==> config.mk <==
export PLATFORM = sky130hd
export DESIGN_NAME = regfile_write_arbiter
export DESIGN_NICKNAME = d
export VERILOG_FILES = /design/src/rtl/regfile_pkg.sv /design/src/rtl/rr_priority_picker.sv /design/src/rtl/regfile_write_arbiter.sv
export SDC_FILE = /design/constraint.sdc
export NUM_CORES = 1
export LEC_CHECK = 0
export CAP_MARGIN = 20
export CORE_MARGIN = 2
export CORE_UTILIZATION = 40
export DETAILED_ROUTE_END_ITERATION = 7
export PLACE_DENSITY = 0.89
export SYNTH_ARGS = -nofsm -noshare
export SYNTH_HDL_FRONTEND = slang
export SYNTH_SLANG_ARGS = --single-unit
==> constraint.sdc <==
create_clock -name Clk -period 3.85 [get_ports Clk]
set_clock_uncertainty 0.2 [all_clocks]
set_input_delay 0.5775 -clock Clk [delete_from_list [all_inputs] [get_ports Clk]]
set_output_delay 0.5775 -clock Clk [all_outputs]
set_load 0.05 [all_outputs]
==> src/rtl/regfile_pkg.sv <==
// -----------------------------------------------------------------------------
// regfile_pkg
// Shared definitions for the register-file write-port arbiter and its
// helpers: register address/data widths, the hard-wired zero register,
// the arbiter state encoding and a saturating drop-counter increment.
// -----------------------------------------------------------------------------
package regfile_pkg;

    localparam int REG_ADDR_W = 5;
    localparam int REG_DATA_W = 32;
    localparam int DROP_W     = 16;

    localparam logic [REG_ADDR_W-1:0] REG_ZERO = 5'd0;

    // Arbiter states: ARB rotates priority, LOCK parks the port on one owner.
    typedef enum logic {
        ARB  = 1'b0,
        LOCK = 1'b1
    } arb_state_e;

    // Increment that sticks at all-ones instead of wrapping.
    function automatic logic [DROP_W-1:0] drop_cnt_sat_inc(input logic [DROP_W-1:0] cnt);
        logic [DROP_W-1:0] result;
        if (cnt == 16'hFFFF) begin
            result = cnt;
        end else begin
            result = cnt + 16'd1;
        end
        return result;
    endfunction

endpackage

==> src/rtl/rr_priority_picker.sv <==
// -----------------------------------------------------------------------------
// rr_priority_picker
// Purely combinational rotating-priority picker. Starting at ptr_i and
// moving upward modulo NUM_REQ, the first set bit of req_i wins.
//
// Ports:
//   req_i    [NUM_REQ]  request vector
//   ptr_i    [IDX_W]    index with highest priority this cycle
//   grant_o  [NUM_REQ]  one-hot grant, zero when req_i is zero
//   idx_o    [IDX_W]    index of the granted bit (0 when nothing granted)
// NUM_REQ must be a power of two so that index arithmetic wraps naturally.
// -----------------------------------------------------------------------------
module rr_priority_picker #(
    parameter int NUM_REQ = 4,
    parameter int IDX_W   = $clog2(NUM_REQ)
) (
    input  logic [NUM_REQ-1:0] req_i,
    input  logic [IDX_W-1:0]   ptr_i,
    output logic [NUM_REQ-1:0] grant_o,
    output logic [IDX_W-1:0]   idx_o
);

    logic [IDX_W-1:0] cand_s;

    // Walk the offsets from farthest to nearest so the nearest requester
    // at or above ptr_i is the last (winning) assignment.
    always_comb begin
        grant_o = '0;
        idx_o   = '0;
        cand_s  = '0;
        for (int k = NUM_REQ - 1; k >= 0; k--) begin
            cand_s = ptr_i + IDX_W'(k);
            if (req_i[cand_s]) begin
                idx_o = cand_s;
            end else begin
                idx_o = idx_o;
            end
        end
        if (|req_i) begin
            grant_o[idx_o] = 1'b1;
        end else begin
            grant_o = '0;
        end
    end

endmodule

==> src/rtl/regfile_write_arbiter.sv <==
// -----------------------------------------------------------------------------
// regfile_write_arbiter
// Shares the single write port of a 32x32 register file between NUM_REQ
// writeback sources with a rotating-priority arbiter and an optional bounded
// lock. Accepted writes are presented to the register file one cycle later.
// Writes to register 0 are accepted and counted but never issued.
//
// Ports:
//   Clk, Reset      clock; synchronous active-high reset
//   ReqValid/ReqLock  per-requester pending write / keep-port request
//   ReqAddr/ReqData   per-requester destination and data (packed slices)
//   ReqReady        combinational one-hot (or zero) grant
//   WriteRegister, WriteData, RegWrite   registered regfile write port
//   GrantId         index of the last accepted requester (registered)
//   DropCount       saturating count of accepted writes to register 0
// -----------------------------------------------------------------------------
module regfile_write_arbiter
    import regfile_pkg::*;
#(
    parameter int NUM_REQ   = 4,
    parameter int BURST_MAX = 4,
    parameter int GID_W     = $clog2(NUM_REQ)
) (
    input  logic                           Clk,
    input  logic                           Reset,
    input  logic [NUM_REQ-1:0]             ReqValid,
    input  logic [NUM_REQ-1:0]             ReqLock,
    input  logic [NUM_REQ*REG_ADDR_W-1:0]  ReqAddr,
    input  logic [NUM_REQ*REG_DATA_W-1:0]  ReqData,
    output logic [NUM_REQ-1:0]             ReqReady,
    output logic [REG_ADDR_W-1:0]          WriteRegister,
    output logic [REG_DATA_W-1:0]          WriteData,
    output logic                           RegWrite,
    output logic [GID_W-1:0]               GrantId,
    output logic [DROP_W-1:0]              DropCount
);

    localparam int CNT_W = (BURST_MAX > 1) ? $clog2(BURST_MAX + 1) : 1;

    // Arbiter state
    arb_state_e         state_q, state_d;
    logic [GID_W-1:0]   ptr_q, ptr_d;
    logic [GID_W-1:0]   owner_q, owner_d;
    logic [CNT_W-1:0]   burst_cnt_q, burst_cnt_d;

    // Registered write port
    logic [REG_ADDR_W-1:0] wr_reg_q, wr_reg_d;
    logic [REG_DATA_W-1:0] wr_data_q, wr_data_d;
    logic                  reg_write_q, reg_write_d;
    logic [GID_W-1:0]      gid_q, gid_d;
    logic [DROP_W-1:0]     drop_cnt_q, drop_cnt_d;

    // Combinational arbitration
    logic [NUM_REQ-1:0]    pick_grant_s;
    logic [GID_W-1:0]      pick_idx_s;
    logic [NUM_REQ-1:0]    ready_s;
    logic                  owner_valid_s;
    logic                  xfer_s;
    logic [GID_W-1:0]      xfer_idx_s;
    logic [REG_ADDR_W-1:0] sel_addr_s;
    logic [REG_DATA_W-1:0] sel_data_s;

    rr_priority_picker #(
        .NUM_REQ (NUM_REQ),
        .IDX_W   (GID_W)
    ) u_picker (
        .req_i   (ReqValid),
        .ptr_i   (ptr_q),
        .grant_o (pick_grant_s),
        .idx_o   (pick_idx_s)
    );

    assign owner_valid_s = ReqValid[owner_q];
    assign xfer_s        = |(ReqValid & ready_s);
    assign xfer_idx_s    = (state_q == LOCK) ? owner_q : pick_idx_s;

    // Grant generation: rotating pick in ARB, owner-only in LOCK, none in reset.
    always_comb begin
        ready_s = '0;
        if (Reset) begin
            ready_s = '0;
        end else if (state_q == LOCK) begin
            ready_s[owner_q] = owner_valid_s;
        end else begin
            ready_s = pick_grant_s;
        end
    end

    // Select address/data of the transferring requester only, so other
    // requesters' buses can never leak into the outputs.
    always_comb begin
        sel_addr_s = REG_ZERO;
        sel_data_s = 32'd0;
        for (int i = 0; i < NUM_REQ; i++) begin
            if (xfer_idx_s == GID_W'(i)) begin
                sel_addr_s = ReqAddr[i*REG_ADDR_W +: REG_ADDR_W];
                sel_data_s = ReqData[i*REG_DATA_W +: REG_DATA_W];
            end else begin
                sel_addr_s = sel_addr_s;
                sel_data_s = sel_data_s;
            end
        end
    end

    // Next-state logic for the arbiter FSM and the write-port stage.
    always_comb begin
        state_d     = state_q;
        ptr_d       = ptr_q;
        owner_d     = owner_q;
        burst_cnt_d = burst_cnt_q;
        wr_reg_d    = wr_reg_q;
        wr_data_d   = wr_data_q;
        gid_d       = gid_q;
        drop_cnt_d  = drop_cnt_q;
        reg_write_d = 1'b0;

        case (state_q)
            ARB: begin
                if (xfer_s) begin
                    ptr_d = pick_idx_s + GID_W'(1);
                    if (ReqLock[pick_idx_s] && (BURST_MAX > 1)) begin
                        state_d     = LOCK;
                        owner_d     = pick_idx_s;
                        burst_cnt_d = CNT_W'(1);
                    end else begin
                        state_d = ARB;
                    end
                end else begin
                    state_d = ARB;
                end
            end
            LOCK: begin
                if (!owner_valid_s) begin
                    // Owner went idle: give the port back without a transfer.
                    state_d = ARB;
                    ptr_d   = owner_q + GID_W'(1);
                end else begin
                    burst_cnt_d = burst_cnt_q + CNT_W'(1);
                    if (!ReqLock[owner_q] || (burst_cnt_d == CNT_W'(BURST_MAX))) begin
                        state_d = ARB;
                        ptr_d   = owner_q + GID_W'(1);
                    end else begin
                        state_d = LOCK;
                    end
                end
            end
            default: begin
                state_d = ARB;
            end
        endcase

        if (xfer_s) begin
            wr_reg_d    = sel_addr_s;
            wr_data_d   = sel_data_s;
            gid_d       = xfer_idx_s;
            reg_write_d = (sel_addr_s != REG_ZERO);
            if (sel_addr_s == REG_ZERO) begin
                drop_cnt_d = drop_cnt_sat_inc(drop_cnt_q);
            end else begin
                drop_cnt_d = drop_cnt_q;
            end
        end else begin
            reg_write_d = 1'b0;
        end
    end

    // State and output registers with synchronous reset.
    always_ff @(posedge Clk) begin
        if (Reset) begin
            state_q     <= ARB;
            ptr_q       <= '0;
            owner_q     <= '0;
            burst_cnt_q <= '0;
            wr_reg_q    <= REG_ZERO;
            wr_data_q   <= 32'd0;
            reg_write_q <= 1'b0;
            gid_q       <= '0;
            drop_cnt_q  <= 16'd0;
        end else begin
            state_q     <= state_d;
            ptr_q       <= ptr_d;
            owner_q     <= owner_d;
            burst_cnt_q <= burst_cnt_d;
            wr_reg_q    <= wr_reg_d;
            wr_data_q   <= wr_data_d;
            reg_write_q <= reg_write_d;
            gid_q       <= gid_d;
            drop_cnt_q  <= drop_cnt_d;
        end
    end

    assign ReqReady      = ready_s;
    assign WriteRegister = wr_reg_q;
    assign WriteData     = wr_data_q;
    assign GrantId       = gid_q;
    assign DropCount     = drop_cnt_q;
    // A write still in flight when Reset rises is cancelled before the
    // regfile samples it on that same edge.
    assign RegWrite      = reg_write_q & ~Reset;

endmodule

==> Word-level counts from Yosys, hierarchy flattened <==
Cells that the tools add are included.
{ "classes": {"reduce_logical": 14, "eq_ne": 9, "addsub": 7, "n_lt_le_gt_ge": 8, "n_bitwise": 7, "muxes": 47} }
{ "op_table": {"columns": ["op", "n"], "rows": [
  ["32-bit two-way mux", 4],
  ["5-bit two-way mux", 4],
  ["2-bit by 3-bit < comparator with 1-bit output, second input constant", 6],
  ["16-bit by 1-bit adder with 16-bit output, second input constant", 1],
  ["16-bit equality test, second input constant", 1],
  ["2-bit two-way mux", 8],
  ["1-bit binary-select mux with 2-bit select", 7],
  ["1-bit two-way mux", 13],
  ["4-bit two-way mux", 3],
  ["3-bit two-way mux", 3],
  ["3-bit AND reduction", 3],
  ["4-bit bitwise AND", 2],
  ["4-bit OR reduction", 2],
  ["2-bit by 1-bit adder with 2-bit output, second input constant", 3],
  ["3-bit case mux with 2 select lines", 1],
  ["5-bit logical NOT", 1],
  ["5-bit nonzero test", 1],
  ["2-bit adder, second input constant", 2],
  ["1-bit demux with 2-bit select", 2],
  ["2-bit equality test, second input constant", 2],
  ["2-bit by 1-bit greater-or-equal comparator with 1-bit output, second input constant", 2],
  ["2-bit != test, second input constant", 2],
  ["1-bit NOT", 4],
  ["2-bit case mux with 2 select lines", 1],
  ["13 further kinds", 14]
]} }
{ "totals": {"reg_bits": 64, "output_inout_bits": 60, "inputBits": 158, "elab_cells": 101} }

==> Longest topological paths before layout <==
{ "depth": {"word_depth": 18, "ltp_mapped": 15, "depth_no_buf": 12} }

==> Modules after synthesis <==
From an unflattened synthesis, not the netlist that was laid out.
{ "unflattened": {"cells_unflattened": 599, "hier_area_um2": 4290.4} }
{ "by_module_without_submodules": {"columns": ["mod", "n_inst", "cells_each", "seq_area_each_um2", "area_per_inst_um2"], "rows": [
  ["regfile_write_arbiter", 1, 568, 1281.2, 4086.4],
  ["rr_priority_picker", 1, 31, 0.0, 203.9]
]} }

==> Worst setup path after synthesis <==
OpenSTA, ideal clock, no wires.
{ "synth_path": {"kind": "input port to flip-flop", "from": "in ReqValid[2]", "to": "reg drop_cnt_q[9] (netlist: DropCount[9])", "slack_ns": 0.265, "path_buffers": 2, "path_stages": 13, "arrival_ns": 3.315, "required_time_ns": 3.580, "setup_time_ns": 0.070, "path_cell_list": "nor2b_1 or4_1 a21oi_1 a21oi_1 ha_1 nor2b_1 clkbuf_1 a221oi_1 o22a_2 nand3_2 clkbuf_2 or4_1 a21oi_1"} }
{ "synth_between": {"elab_chain_len": 16, "elab_cells_between_ends": 37, "classes_between": "order compare (2); eq/ne (3); mux (24); bitwise (2); reduce/logical (6)"} }
{ "synth_rtl": {"columns": ["element", "line", "text"], "rows": [
  ["from (decl)", "regfile_write_arbiter.sv:26", "input logic [NUM_REQ-1:0] ReqValid,"],
  ["1-bit binary-select mux with 2-bit select", "rr_priority_picker.sv:33", "if (req_i[cand_s]) begin"],
  ["1-bit two-way mux (not written as such)", "rr_priority_picker.sv:33", null],
  ["2-bit two-way mux (4 in series)", "rr_priority_picker.sv:33", null],
  ["2-bit by 3-bit < comparator with 1-bit output (not written as such) or 2-bit by 1-bit greater-or-equal comparator with 1-bit output (tied branches)", "rr_priority_picker.sv:40", "grant_o[idx_o] = 1'b1;"],
  ["1-bit logical AND (not written as such)", "rr_priority_picker.sv:40", null],
  ["1-bit two-way mux (not written as such)", "rr_priority_picker.sv:40", null],
  ["1-bit demux with 2-bit select", null, null],
  ["4-bit two-way mux", "rr_priority_picker.sv:39", "if (|req_i) begin"],
  ["4-bit two-way mux", "regfile_write_arbiter.sv:82", "end else if (state_q == LOCK) begin"],
  ["4-bit two-way mux", "regfile_write_arbiter.sv:80", "if (Reset) begin"],
  ["4-bit bitwise AND", "regfile_write_arbiter.sv:74", "assign xfer_s = |(ReqValid & ready_s);"],
  ["4-bit OR reduction", "regfile_write_arbiter.sv:74", null],
  ["3-bit AND reduction (no source line) *", null, null],
  ["to (signal assigned)", "regfile_write_arbiter.sv:188", "drop_cnt_q <= drop_cnt_d;"],
  ["to (decl)", "regfile_write_arbiter.sv:51", "logic [DROP_W-1:0] drop_cnt_q, drop_cnt_d;"]
]} }
Mark *: on every way between the ends. The rest lies on a longest branch, timed or not. The select of a mux whose other input is x is not followed.
A chain may end at the register's enable or synchronous reset.

==> Final worst setup path <==
{ "layout_path": {"from": "in ReqValid[0]", "to": "reg drop_cnt_q[15] (netlist: DropCount[15])"} }
The elaborated chain is that of the path after synthesis.

==> results.cfg <==
[status]
outcome = finished, final reports clean

[run]
max_cap_violations = 0

[cts]
cts_tree = yes
clk_pin_slew_ps = 70
cts-root-buf = clkbuf_8
clk_latency_ps = 340
clockBufferDepth = 2
ctsHoldBuffers = 0
clock_sinks = 64
numCtsBuffers = 9
htree_levels = 3

[synthesis]
syn_avg_cell_area_sq_um = 7.93
synth_area_leader_cell = dfxtp_1
synth_flop_cell = dfxtp_1
synth_top_area_share_pct = 32.0
synth_seq_area_share_pct = 32.0
synthArstFlopShare_pct = 0
synth_edf_count = 0
synthTopCellsByArea = dfxtp_1 32%, a221oi_1 7.7%, a21oi_1 7.6%
syn_nets = 670
syn_inst = 505
synth.distinct_cells = 60
synth_warnings = 0
synth_seq_cells = 64
syn_area_sq_mm = 0.00400
yosysMostFrequentCell = dfxtp_1
netlist_top_cells_count = 64 x dfxtp_1, 61 x a21oi_1, 46 x nor2_1

[final_layout]
area_delta_synth_final_pct = 71.0
final_layout_size_suffix_gt1_share_pct = 13.2
diodes = 0
post-route-util_pct = 70.3
nets = 893

[power]
power.total_w = 0.00342
power_density_mw_per_mm2 = 499
p_leak_nw = 2.49
ir_drop_mv = 0.226

[drt]
vias = 5021
wl_per_cell_microns = 17.6
vias_per_cell = 5.80
ant_nets = 0
wirelength_microns = 15200
drt-pass1-iter-count = 5
drc = 0
dr.first_iter.drc_count = 200

[sta]
hold_viol = 0
fin_crit_ps = 3770
slew_viol_final = 0
fmax_mhz = 265
period_share_pct = 98.0
timing.hold.ws_ps = 255
worst_pin_slew_ps = 699
slew_headroom_pct = 53.4
setup_viol = 0

[floorplan]
floorplan.rows = 36
core_area_sq_mm = 0.00973
die_w_microns = 104
io_pins = 218
die-area_sq_mm = 0.0108
die_h_microns = 104
start_util_pct = 41.1

[critical_path]
regToRegStartpoint = ptr_q[0]$_SDFFE_PP0P_
reg2regPathDepth = 12
critical_path_class = input port to register
worst_path_max_delay_cell = or4_4
cp_num_buf_inv = 2
cpPeakStageDelay_ps = 550
cp-start-kind = input port
crit_required_ps = 3920
ff2ff_setup_slack_ps = 140
crit_path_start = ReqValid[0]
end_kind = register
crit_path_cell_trace = dlymetal6s2s_1 -> nor2b_2 -> or4_4 -> a21oi_4 -> a21oi_4 -> ha_1 -> and3b_1 -> o221a_2 -> nor4_4 -> nand3_2 -> buf_12 -> or4_1 -> a21oi_2
cp_top_family = simple AND/OR/NAND/NOR gates
cp_data_arrival_time_ps = 3840
cpMostUsedCell = a21oi_4
rr_endpoint = DropCount[15]$_SDFFE_PP0P_
cp_max_fo = 6

[global_routing]
grt_max_degree = 64
track_usage_pct = 26.4
grt_pass1_vias = 4942
grt-ovfl-total = 0
antenna_found_initial = 0
grt_first_pass_wirelength_microns = 23400

[placement]
dpl.hpwl_microns = 11000
gp_congestion = 0.905
numPortBuffers = 217

[min_path]
holdPathEnd = WriteRegister[3]$_SDFFE_PP0P_
hold_depth = 2
worstHoldStart = WriteRegister[3]$_SDFFE_PP0P_
hold_class = register to register
## what timing repair did
item / CTS / global route
setup buffers: 1 / 6
setup endpoints to repair: 13 / 15
gates resized for setup: 10 / 23
cloned: 0 / 2
pin swaps: 1 / 11
## flip-flops by register name, indices dropped and copies added, names as in the netlist
name,count
DropCount,16
GrantId,2
WriteData,32
WriteRegister,5
burst_cnt_q,3
owner_q,2
ptr_q,2
reg_write_q,1
state_q,1
## report_power, final
group	internal [W]	switching, W	leakage [nW]	total [W]
clock	0.000299	0.000282	0.0952	0.000581
sequential	0.000762	0.0000823	0.526	0.000844
combinational	0.000883	0.00111	1.87	0.00199
## cells by family (layout without fill, tap and decap cells)
| group | after synthesis | after routing | share of synthesized area [%] |
|---|---|---|---|
| XOR/XNOR | 2 | 2 | 0.438 |
| flip-flops | 64 | 64 | 32.0 |
| buffers and inverters | 57 | 285 | 6.16 |
| adder cells (fa/ha/maj) | 7 | 7 | 2.19 |
| AO/OA/AOI/OAI | 175 | 175 | 30.7 |
| AND/OR/NAND/NOR | 191 | 191 | 25.6 |
| multiplexers | 9 | 9 | 2.91 |
## layer usage
| layer | share of wire [%] | vias to the layer above | track usage [%] |
|---|---|---|---|
| li1 | - | 2373 | - |
| met1 | 37 | 2331 | 28.7 |
| met3 | 7.1 | 54 | 5.58 |
| met5 | 0 | - | 0 |
| met2 | 52 | 263 | 48.9 |
| met4 | 4.2 | 0 | 11.7 |
## area by class of cell
type                            count  area [sq um]
Tap cell                          133           166
Timing Repair Buffer              258          2560
Multi-Input combinational cell    384          2590
Clock buffer                        9           124
Fill cell                         762          2890
Clock inverter                      7          72.6
Inverter                           11          41.3
Sequential cell                    64          1280
## layout by cell type (no fill, tap or decap), drive strengths merged, types with 6 or more instances in the layout
cell type	netlist	layout
o21ai	10	10
nand2	20	20
mux2i	6	6
o31ai	11	11
clkdlybuf4s50	0	208
nor2	46	46
ha	7	7
buf	13	44
inv	11	11
a211oi	34	34
a221oi	35	35
a21oi	61	61
dfxtp	64	64
nor3	35	35
or4	10	10
nor2b	36	36
clkbuf	33	11
nand3	12	12
## metrics by stage
step	instance area (sq um)	std cells	worst slack, ps	setup TNS, ps
3_3_place_gp	6410	841	-401	-4830
4_1_cts	6660	858	2.51	0
3_5_place_dp	6410	841	-509	-7440
6_report	6840	866	78.5	0
5_1_grt	6840	866	-11.2	-11.2
2_1_floorplan	4000	505	265	0
## worst register-to-register path: stages, from the launching register on
cell and delay [ps]:
dfxtp_1 430, nor2b_2 90, or4_4 550, a21oi_4 190, a21oi_4 80, ha_1 280, and3b_1 220, o221a_2 260
nor4_4 300, nand3_2 200, buf_12 190, or4_1 510, a21oi_2 150
## how the worst max path moves through the flow
stage	end	cells past startpoint	slack, ps
after detailed placement	DropCount[13]$_SDFFE_PP0P_	14	-510
after CTS	DropCount[15]$_SDFFE_PP0P_	15	3
after floorplan	DropCount[9]$_SDFFE_PP0P_	13	260
after global placement	DropCount[11]$_SDFFE_PP0P_	14	-400
after global routing	DropCount[15]$_SDFFE_PP0P_	14	-10
final	DropCount[15]$_SDFFE_PP0P_	13	80
Note: power is estimated with default switching activity, not from simulation.
